$ cat config.mk
export PLATFORM = sky130hd
export DESIGN_NAME = vga_timing_gen
export DESIGN_NICKNAME = d
export VERILOG_FILES = /design/src/rtl/vga_timing_gen.sv
export SDC_FILE = /design/constraint.sdc
export NUM_CORES = 1
export LEC_CHECK = 0
export ABC_AREA = 1
export BUFFER_PORTS_ARGS = -buffer_cell sky130_fd_sc_hd__buf_2
export CAP_MARGIN = 20
export CORE_UTILIZATION = 45
export DETAILED_ROUTE_END_ITERATION = 8
export GPL_ROUTABILITY_DRIVEN = 0
export PLACE_DENSITY = 0.65
export RECOVER_POWER = 50
export SYNTH_ARGS = -nofsm -noshare
export SYNTH_HDL_FRONTEND = slang
export SYNTH_SLANG_ARGS = --single-unit
$ cat constraint.sdc
create_clock -name clk -period 3.8 [get_ports clk]
set_clock_uncertainty 0.1 [all_clocks]
set_input_delay 0 -clock clk [delete_from_list [all_inputs] [get_ports clk]]
set_output_delay 0 -clock clk [all_outputs]
set_load 0.01 [all_outputs]
$ cat src/rtl/vga_timing_gen.sv
// Parametrised VGA raster timing generator: early pixel coordinates plus
// hsync/vsync/de delayed by PIPE_DELAY pixel strobes to match renderer latency.
module vga_timing_gen #(
    parameter int H_ACTIVE   = 640,
    parameter int H_FP       = 16,
    parameter int H_SYNC     = 96,
    parameter int H_BP       = 48,
    parameter int V_ACTIVE   = 480,
    parameter int V_FP       = 10,
    parameter int V_SYNC     = 2,
    parameter int V_BP       = 33,
    parameter int HSYNC_POL  = 0,
    parameter int VSYNC_POL  = 0,
    parameter int PIPE_DELAY = 0,
    parameter int COORD_W    = 10,
    parameter int FRAME_W    = 16
) (
    input  logic               clk,
    input  logic               rst,
    input  logic               pix_en,
    output logic [COORD_W-1:0] px_x,
    output logic [COORD_W-1:0] px_y,
    output logic               px_active,
    output logic               vblank,
    output logic               line_start,
    output logic               frame_start,
    output logic [FRAME_W-1:0] frame_count,
    output logic               hsync,
    output logic               vsync,
    output logic               de
);

    localparam int H_TOTAL = H_ACTIVE + H_FP + H_SYNC + H_BP;
    localparam int V_TOTAL = V_ACTIVE + V_FP + V_SYNC + V_BP;

    localparam logic [COORD_W-1:0] H_LAST      = COORD_W'(H_TOTAL - 1);
    localparam logic [COORD_W-1:0] V_LAST      = COORD_W'(V_TOTAL - 1);
    localparam logic [COORD_W-1:0] H_ACT_END   = COORD_W'(H_ACTIVE);
    localparam logic [COORD_W-1:0] V_ACT_END   = COORD_W'(V_ACTIVE);
    localparam logic [COORD_W-1:0] H_SYNC_BEG  = COORD_W'(H_ACTIVE + H_FP);
    localparam logic [COORD_W-1:0] H_SYNC_END  = COORD_W'(H_ACTIVE + H_FP + H_SYNC);
    localparam logic [COORD_W-1:0] V_SYNC_BEG  = COORD_W'(V_ACTIVE + V_FP);
    localparam logic [COORD_W-1:0] V_SYNC_END  = COORD_W'(V_ACTIVE + V_FP + V_SYNC);

    localparam logic HS_POL = (HSYNC_POL != 0);
    localparam logic VS_POL = (VSYNC_POL != 0);

    // Elaboration-time parameter sanity checks
    if (H_FP <= 0 || H_SYNC <= 0 || H_BP <= 0 ||
        V_FP <= 0 || V_SYNC <= 0 || V_BP <= 0) begin : g_bad_porch
        $error("vga_timing_gen: porch and sync widths must be non-zero");
    end
    if (H_ACTIVE <= 0 || V_ACTIVE <= 0) begin : g_bad_active
        $error("vga_timing_gen: active area must be non-empty");
    end
    if (PIPE_DELAY < 0 || PIPE_DELAY > 8) begin : g_bad_delay
        $error("vga_timing_gen: PIPE_DELAY must be in 0..8");
    end
    if (COORD_W < 1 || COORD_W > 31 ||
        longint'(H_TOTAL) > (longint'(1) << COORD_W) ||
        longint'(V_TOTAL) > (longint'(1) << COORD_W)) begin : g_bad_coord
        $error("vga_timing_gen: COORD_W too narrow for H_TOTAL/V_TOTAL");
    end
    if (FRAME_W < 1) begin : g_bad_frame
        $error("vga_timing_gen: FRAME_W must be at least 1");
    end
    if (HSYNC_POL < 0 || HSYNC_POL > 1 || VSYNC_POL < 0 || VSYNC_POL > 1) begin : g_bad_pol
        $error("vga_timing_gen: sync polarity must be 0 or 1");
    end

    logic [COORD_W-1:0] h_cnt;
    logic [COORD_W-1:0] v_cnt;
    logic               h_wrap;
    logic               v_wrap;

    assign h_wrap = (h_cnt == H_LAST);
    assign v_wrap = (v_cnt == V_LAST);

    always_ff @(posedge clk or posedge rst) begin
        if (rst) begin
            h_cnt <= '0;
            v_cnt <= '0;
        end else if (pix_en) begin
            h_cnt <= h_wrap ? '0 : h_cnt + COORD_W'(1);
            if (h_wrap) begin
                v_cnt <= v_wrap ? '0 : v_cnt + COORD_W'(1);
            end
        end
    end

    logic act_c;
    logic vb_c;
    logic rh_c;
    logic rv_c;

    always_comb begin
        act_c = (h_cnt < H_ACT_END) && (v_cnt < V_ACT_END);
        vb_c  = (v_cnt >= V_ACT_END);
        rh_c  = (h_cnt >= H_SYNC_BEG) && (h_cnt < H_SYNC_END);
        rv_c  = (v_cnt >= V_SYNC_BEG) && (v_cnt < V_SYNC_END);
    end

    logic raw_h;
    logic raw_v;

    // Stage 0: registered view of the counters, one strobe behind them
    always_ff @(posedge clk or posedge rst) begin
        if (rst) begin
            px_x      <= '0;
            px_y      <= '0;
            px_active <= 1'b0;
            vblank    <= 1'b0;
            raw_h     <= 1'b0;
            raw_v     <= 1'b0;
        end else if (pix_en) begin
            px_x      <= h_cnt;
            px_y      <= v_cnt;
            px_active <= act_c;
            vblank    <= vb_c;
            raw_h     <= rh_c;
            raw_v     <= rv_c;
        end
    end

    // Strobes recompute every clk so they drop after one cycle even without pix_en
    always_ff @(posedge clk or posedge rst) begin
        if (rst) begin
            line_start  <= 1'b0;
            frame_start <= 1'b0;
        end else begin
            line_start  <= pix_en && (h_cnt == '0);
            frame_start <= pix_en && (h_cnt == '0) && (v_cnt == '0);
        end
    end

    always_ff @(posedge clk or posedge rst) begin
        if (rst) begin
            frame_count <= '0;
        end else if (pix_en && h_wrap && v_wrap) begin
            frame_count <= frame_count + FRAME_W'(1);
        end
    end

    logic raw_h_d;
    logic raw_v_d;

    if (PIPE_DELAY == 0) begin : g_no_delay
        assign raw_h_d = raw_h;
        assign raw_v_d = raw_v;
        assign de      = px_active;
    end else begin : g_delay
        localparam int DW = 3 * PIPE_DELAY;
        logic [DW-1:0] dly;

        // Packed shift register; oldest entry sits in the top three bits
        always_ff @(posedge clk or posedge rst) begin
            if (rst) begin
                dly <= '0;
            end else if (pix_en) begin
                dly <= DW'({dly, raw_h, raw_v, px_active});
            end
        end

        assign {raw_h_d, raw_v_d, de} = dly[DW-1 -: 3];
    end

    assign hsync = ~(raw_h_d ^ HS_POL);
    assign vsync = ~(raw_v_d ^ VS_POL);

endmodule

## After elaboration in Yosys (flattened, before gate mapping)

Index checks and enable logic that the tools add are counted.
W data, S select, Z words.

- Bits in registers: 62
- Latch bits: 0
- Bits in writable memories: 0
- ROM bits: 0
- Output and inout bits: 43
- Word-level logic and storage cells: 37
- Memories kept: 0

- $add $sub $neg: 3
- $mul: 0
- Divide/modulo/power cells: 0
- Order comparisons: 7
- Eq/ne operators: 2
- Shift operators: 0
- Mux-type cells: 2
- Bitwise logic cells: 2
- Reduce and logical (&&, ||, !) cells: 10

Operators by type and width:

| kind | count |
|---|---|
| $add A10 B1 Y10 const B | 2 |
| $eq A10 B10 Y1 const B | 2 |
| $ge A10 B9 Y1 const B | 2 |
| $logic_not A10 Y1 | 2 |
| $lt A10 B10 Y1 const B | 2 |
| $lt A10 B9 Y1 const B | 2 |
| $mux W10 | 2 |
| $add A16 B1 Y16 const B | 1 |
| $ge A10 B10 Y1 const B | 1 |
| $logic_and A1 B1 Y1 | 7 |
| $not A1 Y1 | 2 |
| $reduce_and A2 Y1 | 1 |

## Longest topological paths before layout

Gate-level depths: netlist of run 1.

- Depth after elaboration: 3
- Gate-level depth with buffers: 10
- Depth with buffers taken out: 10

## Worst setup path before layout of run 1

Ideal clock, no wire load.

- Path type: flip-flop to flip-flop
- From: reg v_cnt[0]
- To: reg frame_count[4]
- Arrival time: 1313 ps
- Setup slack: 2271 ps
- Cell stages (with the launch flop): 11
- Path buffers: 1
- Period minus slack after synthesis: 1529 ps
- Cell sequence: dfrtp_1 inv_1 ha_1 inv_1 nor2_2 nand2_1 nor2_1 nand2_2 buf_6 nand2_1 nand2_1

- Longest elaborated chain between the ends: 2

Ends and longest elaborated chain:

| item | line | RTL |
|---|---|---|
| start: declaration | 72 | `logic [COORD_W-1:0] v_cnt;` |
| start signal: assignment | 86 | `v_cnt <= v_wrap ? '0 : v_cnt + COORD_W'(1);` |
| $eq A10 B10 Y1 | 77 | `assign v_wrap = (v_cnt == V_LAST);` |
| $logic_and A1 B1 Y1 | 139 | `end else if (pix_en && h_wrap && v_wrap) begin` |
| end signal: assignment | 140 | `frame_count <= frame_count + FRAME_W'(1);` |
| end: declaration | 27 | `output logic [FRAME_W-1:0] frame_count,` |

Every way passes these cells.
A chain may end at the register's enable or synchronous reset.

==> results.md, run 1 <==
* Antenna diodes at 0
* Hold WC Path Type: reg -> reg
* CTS Buf Count at 9
* Clock transition at the registers of the reported paths at around 0.080 ns
* Netlist cell types at 30
* Vias per cell at roughly 4.9
* First-pass GRT wire length at between 10000 and 15000 um
* Critical Path Fanout Max at 36
* Slew headroom at 0.218
* Initial drt markers at between 100 and 150
* Die height at 84.7 um
* Vias in the first global route at roughly 2400
* Failing checks: DRC
* CP required at 3.92 ns
* FP Rows at 29
* Placed Cells at between 400 and 500
* Post-CTS sizing at 0
* Post-synthesis compound-gate area fraction at 0.0634
* Synth cell count leaders: nand2_1 (114), dfrtp_1 (62), nor2_1 (39)
* Max Root-Sink Buffers at 2
* Cell-internal power at roughly 1.2 mW
* Drt total wl at 6080 um
* Post-synth EDFFs at 0
* Pwr Density at 472 nW/um^2
* Mux contribution to synthesized area at 0
* Vias at between 2000 and 2500
* Worst hold slack at approximately 0.37 ns
* CORE AREA at roughly 6500 um^2
* Port Buffer Count at 45
* Congestion Overflow GR at 0
* Layout cells sized above 1 at 0.0869
* Reg power frac at 0.486
* Htree depth at 3
* Critical path buffers and inverters at 3
* CTS tree: built
* Post-DP HPWL at roughly 4400 um
* Sequential share of the synthesized area at 0.504
* DP Worst Slack at roughly 1.9 ns
* WL/cell at about 12 um
* Area fraction of the dominant cell type after synthesis at 0.504
* I/O pin cnt at 46
* #FFs+latches synth at 62
* RSZ-0062 raised after global routing: false
* Sw frac at 0.300
* Final instance area at between 3000 and 4000 um^2
* Final nets at about 430
* Total power at ~1.7 mW
* Max stage delay on crit path at approximately 0.70 ns
* Top cell type by total area after synthesis: dfrtp_1
* # setup viols final at 0
* Worst-Margin Slew at between 1 and 1.5 ns
* Drt pass-1 iters at 6
* Logic pwr share at 0.154
* Fin Setup TNS at 0 ns
* Fin crit period at 2.49 ns
* CP Capture Type: flip-flop
* Antenna Nets Post-Route at 0
* Crit path cell chain: dlygate4sd3_1 > clkbuf_1 > inv_1 > nor2_1 > o21ai_0 > o21a_1
* Synth area leaders: dfrtp_1 (50%), nand2_1 (14%), nor2_1 (4.8%)
* Most frequent cell after synthesis: nand2_1
* Die span in x at 84.7 um
* GRT Overall Usage at 0.190
* Post-synthesis simple-gate area fraction at 0.298
* Crit path max-delay family: buffers and inverters
* Cells after Synth at 373
* Die area at just over 7000 um^2
* Largest family of logic cells by synthesized area: simple AND/OR/NAND/NOR gates
* Skew-Pair Late Insertion Delay at between 0.3 and 0.4 ns
* Fillers at ~640
* CP max stage cell: inv_1
* Max Transition Viols Final at 0
* Leakage at around 1.7 nW
* Ys async rst share at 1.00
* Drt drc at 3
* Clock sinks at 62
* Max-cap violations at 0
* Area growth from synthesis to layout at 14.1%
* Final std cells w/o fill at 503
* Status: finished with violations
* Final worst slack at approximately 1.3 ns
* Switching power total at around 0.5 mW
* Synth Flop Type: dfrtp_1
* CTS Hold Bufs at 2
* Worst Path Arrival at 2.61 ns
* VDD IR max at 0.212 mV
* Post-Syn Nets at between 300 and 400
* Fmax at roughly 400 MHz
* Xor-xnor portion of the synthesized cell area at 0.0455
* Final core occ at 0.544
* Root Driver: clkbuf_8
* Critical path type: in -> reg
* Area share of fa/ha/maj cells after synthesis at 0.0203
* Syn_area_per_cell at about 8.3 um^2
* # Post-CTS Setup Buffers at 0
* Cell Area, Placed at approximately 3300 um^2
* Period utilization at 0.656
* Largest net degree at the start of global routing at 37
* Yosys warns at 0
* Clk pwr share at 0.360
* Startpoint type of the worst setup path: primary input
* Starting density of the core at 0.477
* Post-synthesis cell area at between 3000 and 4000 um^2
* Initial antenna violation count at 0
* Hold Violations, Final at 0
final timing paths:
| path | from | endpoint | slack [ns] | cells past startpoint |
|---|---|---|---|---|
| setup / recovery | pix_en | vblank | 1.31 | 6 |
| hold reg to reg | px_x[4] | px_x[4] | 0.37 | 2 |
| max in group asynchronous | rst | frame_count[11] | 2.17 | 4 |
| min in group asynchronous | rst | px_y[3] | 0.40 | 3 |
| setup reg to reg | h_cnt[1] | frame_count[12] | 1.86 | 9 |
| hold / removal | px_x[4] | px_x[4] | 0.37 | 2 |
flip-flops by register name, indices dropped and copies added (netlist names):
signal,count
line_start,1
raw_v,1
px_y,10
px_x,10
h_cnt,10
v_cnt,10
raw_h,1
frame_count,16
frame_start,1
de,1
vblank,1
tightest hold or removal path: cells and delay by family, from the launching register on:
family / cells / cell delay, ns
flip-flops: 1 / 0.35
AND/OR/NAND/NOR: 2 / 0.09
cell type report:
type | count | area, um^2 | share of cell area
flip-flops and latches | 62 | 1550 | 0.442
multi-input cells | 262 | 1310 | 0.374
repair buffers | 48 | 198 | 0.0563
clock buffers | 11 | 151 | 0.0431
inverters | 38 | 143 | 0.0406
well taps | 77 | 96.3 | 0.0274
clock inverters | 5 | 57.6 | 0.0164
kinds of logic after synthesis:
kind of cell               count (synthesis)
AOI/OAI and AO/OA                         35
xor gates and xnor gates                  16
adders and majority gates                  5
buffers and inverters                     49
DFF                                       62
and+or+nand+nor                          206
power groups by stage:
stage	Combinational, mW	Sequential (mW)	Clock (mW)
after floorplan	0.187	0.813	0
after global placement	0.268	0.812	0
after detailed placement	0.270	0.817	0
after CTS	0.273	0.804	0.608
after global routing	0.293	0.817	0.637
final	0.255	0.806	0.598
placed cells by master, fill, tap and decap left out:
cell / Yosys / layout
buf_2: 2 / 1
nand2_2: 3 / 3
nand3_4: 1 / 1
nor3b_1: 1 / 1
nand4_1: 10 / 10
nor2_2: 2 / 2
clkbuf_1: 4 / 44
nor4_1: 1 / 1
bufinv_16: 0 / 1
clkinvlp_4: 0 / 3
inv_2: 7 / 6
nor3_2: 1 / 1
nand3b_1: 7 / 7
o21ai_1: 7 / 5
clkinv_2: 0 / 1
nor2_1: 39 / 39
ha_1: 5 / 5
buf_4: 3 / 1
nor3_1: 4 / 4
o21ai_2: 3 / 3
o21a_1: 1 / 1
nand3_1: 20 / 20
a31oi_1: 2 / 2
dfrtp_1: 62 / 62
nand2_1: 114 / 114
inv_1: 31 / 32
a211o_1: 1 / 1
xor2_1: 12 / 12
dlygate4sd3_1: 0 / 2
clkbuf_8: 0 / 11
nor2_4: 3 / 3
xnor2_1: 4 / 4
o21ai_0: 19 / 21
a21oi_1: 2 / 2
layer usage:
| metal | part of all wire | vias to the layer above | GRT usage |
|---|---|---|---|
| li1 | - | 1276 | - |
| met1 | 0.51 | 1137 | 0.263 |
| met2 | 0.43 | 48 | 0.286 |
| met3 | 0.037 | 10 | 0.0334 |
| met4 | 0.019 | 0 | 0.0986 |
| met5 | 0 | - | 0 |
(Power assumes the default switching activity.)
==> run 2, diff against run 1 <==
==> constraint.sdc (replaced) <==
create_clock -name clk -period 2.6 [get_ports clk]
set_clock_uncertainty 0.1 [all_clocks]
set_input_delay 0 -clock clk [delete_from_list [all_inputs] [get_ports clk]]
set_output_delay 0 -clock clk [all_outputs]
set_load 0.01 [all_outputs]
==> run 2 against run 1 <==
Net effect: the run still ends with DRC left; die area is the same; final area is 0.18% lower; utilization fell by 0.097 points; register-to-register slack worse by 1.1 ns; critical path type is now reg -> reg; critical endpoint is now frame_count[9]; largest cell class unchanged.
==> results.md, run 2 (same netlist as run 1, synthesis figures left out) <==
* Area growth from synthesis to layout at 13.9%
* Clock sinks at slightly above 60
* Max Transition Viols Final at 0
* Fillers at 643
* Largest net degree at the start of global routing at 37
* Fmax at ~530 MHz
* Hold Violations, Final at 0
* Antenna Nets Post-Route at 0
* Initial drt markers at 129
* Max Root-Sink Buffers at 2
* Worst Path Arrival at between 2 and 2.5 ns
* Most frequent cells in the layout: nand2_1 (114), dfrtp_1 (62), clkbuf_1 (45), nor2_1 (39), inv_1 (31)
* Critical path type: reg -> reg
* Vias in the first global route at 2334
* Vias per cell at 4.98
* Die span in x at roughly 85 um
* Starting density of the core at 0.477
* CTS tree: built
* VDD IR max at 0.268 mV
* Htree depth at 3
* Max-cap violations at 0
* I/O pin cnt at between 40 and 50
* Congestion Overflow GR at 0
* Critical Path Fanout Max at 14
* Hold WC Path Type: in -> async
* Antenna diodes at 0
* Failing checks: DRC
* CP Capture Type: flip-flop
* Max FFs per register at 16
* First-pass GRT wire length at between 10000 and 15000 um
* Period utilization at 0.720
* Placed Cells at between 400 and 500
* Worst-Margin Slew at 0.875 ns
* Port Buffer Count at 45
* WL/cell at roughly 12 um
* Final nets at 430
* Multi-input logic area at 1310 um^2
* Drt total wl at approximately 6100 um
* Slew headroom at 0.417
* Vias at 2508
* CORE AREA at ~6500 um^2
* Pwr Density at roughly 680 nW/um^2
* Final std cells w/o fill at 504
* Total power at 2.40 mW
* Die area at just over 7000 um^2
* Post-DP HPWL at ~4500 um
* Startpoint type of the worst setup path: flip-flop
* FF/Latch Area at between 1500 and 2000 um^2
* Commonest non-fill, non-tap cell in the layout: nand2_1
* Biggest register: frame_count
* Status: finished with violations
* Initial antenna violation count at 0
* Drt drc at 3
* CP required at 2.77 ns
* Fin crit period at 1.87 ns
* # setup viols final at 0
* CTS Buf Count at 9
* Layout cells sized above 1 at 0.0890
* FP Rows at 29
* GRT Overall Usage at 0.188
* Root Driver: clkbuf_8
* Drt pass-1 iters at 6
* Clock transition at the registers of the reported paths at about 0.07 ns
* Leakage at 1.69 nW
* Skew-Pair Late Insertion Delay at between 0.3 and 0.4 ns
* RSZ-0062 raised after global routing: false
* Die height at ~85 um
* Fin Setup TNS at 0 ns
-- run 2: changes by cell type in the layout (fill, tap and decap cells not counted) --
| cell | before | now |
|---|---|---|
| buf_2 | 1 | 2 |
| buf_4 | 1 | 0 |
| clkbuf_2 | 0 | 1 |
| o21ai_0 | 21 | 19 |
| o21ai_1 | 5 | 7 |
| clkinv_2 | 1 | 3 |
| clkinvlp_4 | 3 | 0 |
| inv_2 | 6 | 7 |
| clkbuf_1 | 44 | 45 |
| inv_1 | 32 | 31 |
-- run 2: what timing repair did --
action	in CTS	in global routing
setup buffers	0	0
gates resized for setup	0	0
hold endpoints to repair	21	0
setup endpoints to repair	0	0
hold buffers	2	0
-- run 2: routing by layer --
| layer | track usage | share of wire |
|---|---|---|
| met5 | 0 | 0 |
| met4 | 0.0971 | 0.0090 |
| met3 | 0.0344 | 0.040 |
| met1 | 0.260 | 0.50 |
| met2 | 0.282 | 0.45 |
-- run 2: stage by stage --
| step | hold WS [ns] | utilization | cell area (um^2) | setup slack [ns] |
|---|---|---|---|---|
| after global placement | -0.0576 | 0.518 | 3340 | 0.796 |
| after floorplan | 0.233 | - | 3080 | 0.959 |
| final | 0.280 | 0.543 | 3500 | 0.728 |
| after CTS | 0.134 | 0.552 | 3560 | 0.708 |
| after detailed placement | -0.0584 | 0.518 | 3340 | 0.722 |
| after global routing | 0.371 | 0.543 | 3500 | 0.531 |
-- run 2: layout make-up --
class                   count  share of cell area
clock inverters             4              0.0129
inverters                  38              0.0407
well taps                  77              0.0275
clock buffers              12              0.0443
multi-input cells         262               0.375
flip-flops and latches     62               0.443
repair buffers             49              0.0571
-- run 2: report_power, final --
| group | internal, mW | switching [mW] | total [mW] |
|---|---|---|---|
| clock | 0.490 | 0.349 | 0.839 |
| sequential | 1.08 | 0.0959 | 1.18 |
| combinational | 0.125 | 0.255 | 0.380 |
| total | 1.70 | 0.700 | 2.40 |
-- run 2: path summary, 6_finish.rpt --
check	from	endpoint	slack, ns	cells after the start
worst max-delay path	h_cnt[1]	frame_count[9]	0.73	9
worst min-delay path	rst	v_cnt[0]	0.28	3
worst max register to register	h_cnt[1]	frame_count[9]	0.73	9
worst min register to register	px_x[4]	px_x[4]	0.37	2
max in group asynchronous	rst	raw_h	0.86	4
min in group clk	px_x[4]	px_x[4]	0.37	2
-- run 2: critical path: stages (launching register included) --
cell and delay [ns]:
dfrtp_1 0.38, ha_1 0.19, nand3_1 0.12, nor2_4 0.13
nand3_4 0.14, inv_2 0.24, nand2_2 0.23, inv_2 0.16
nand2_1 0.07, nand2_1 0.05
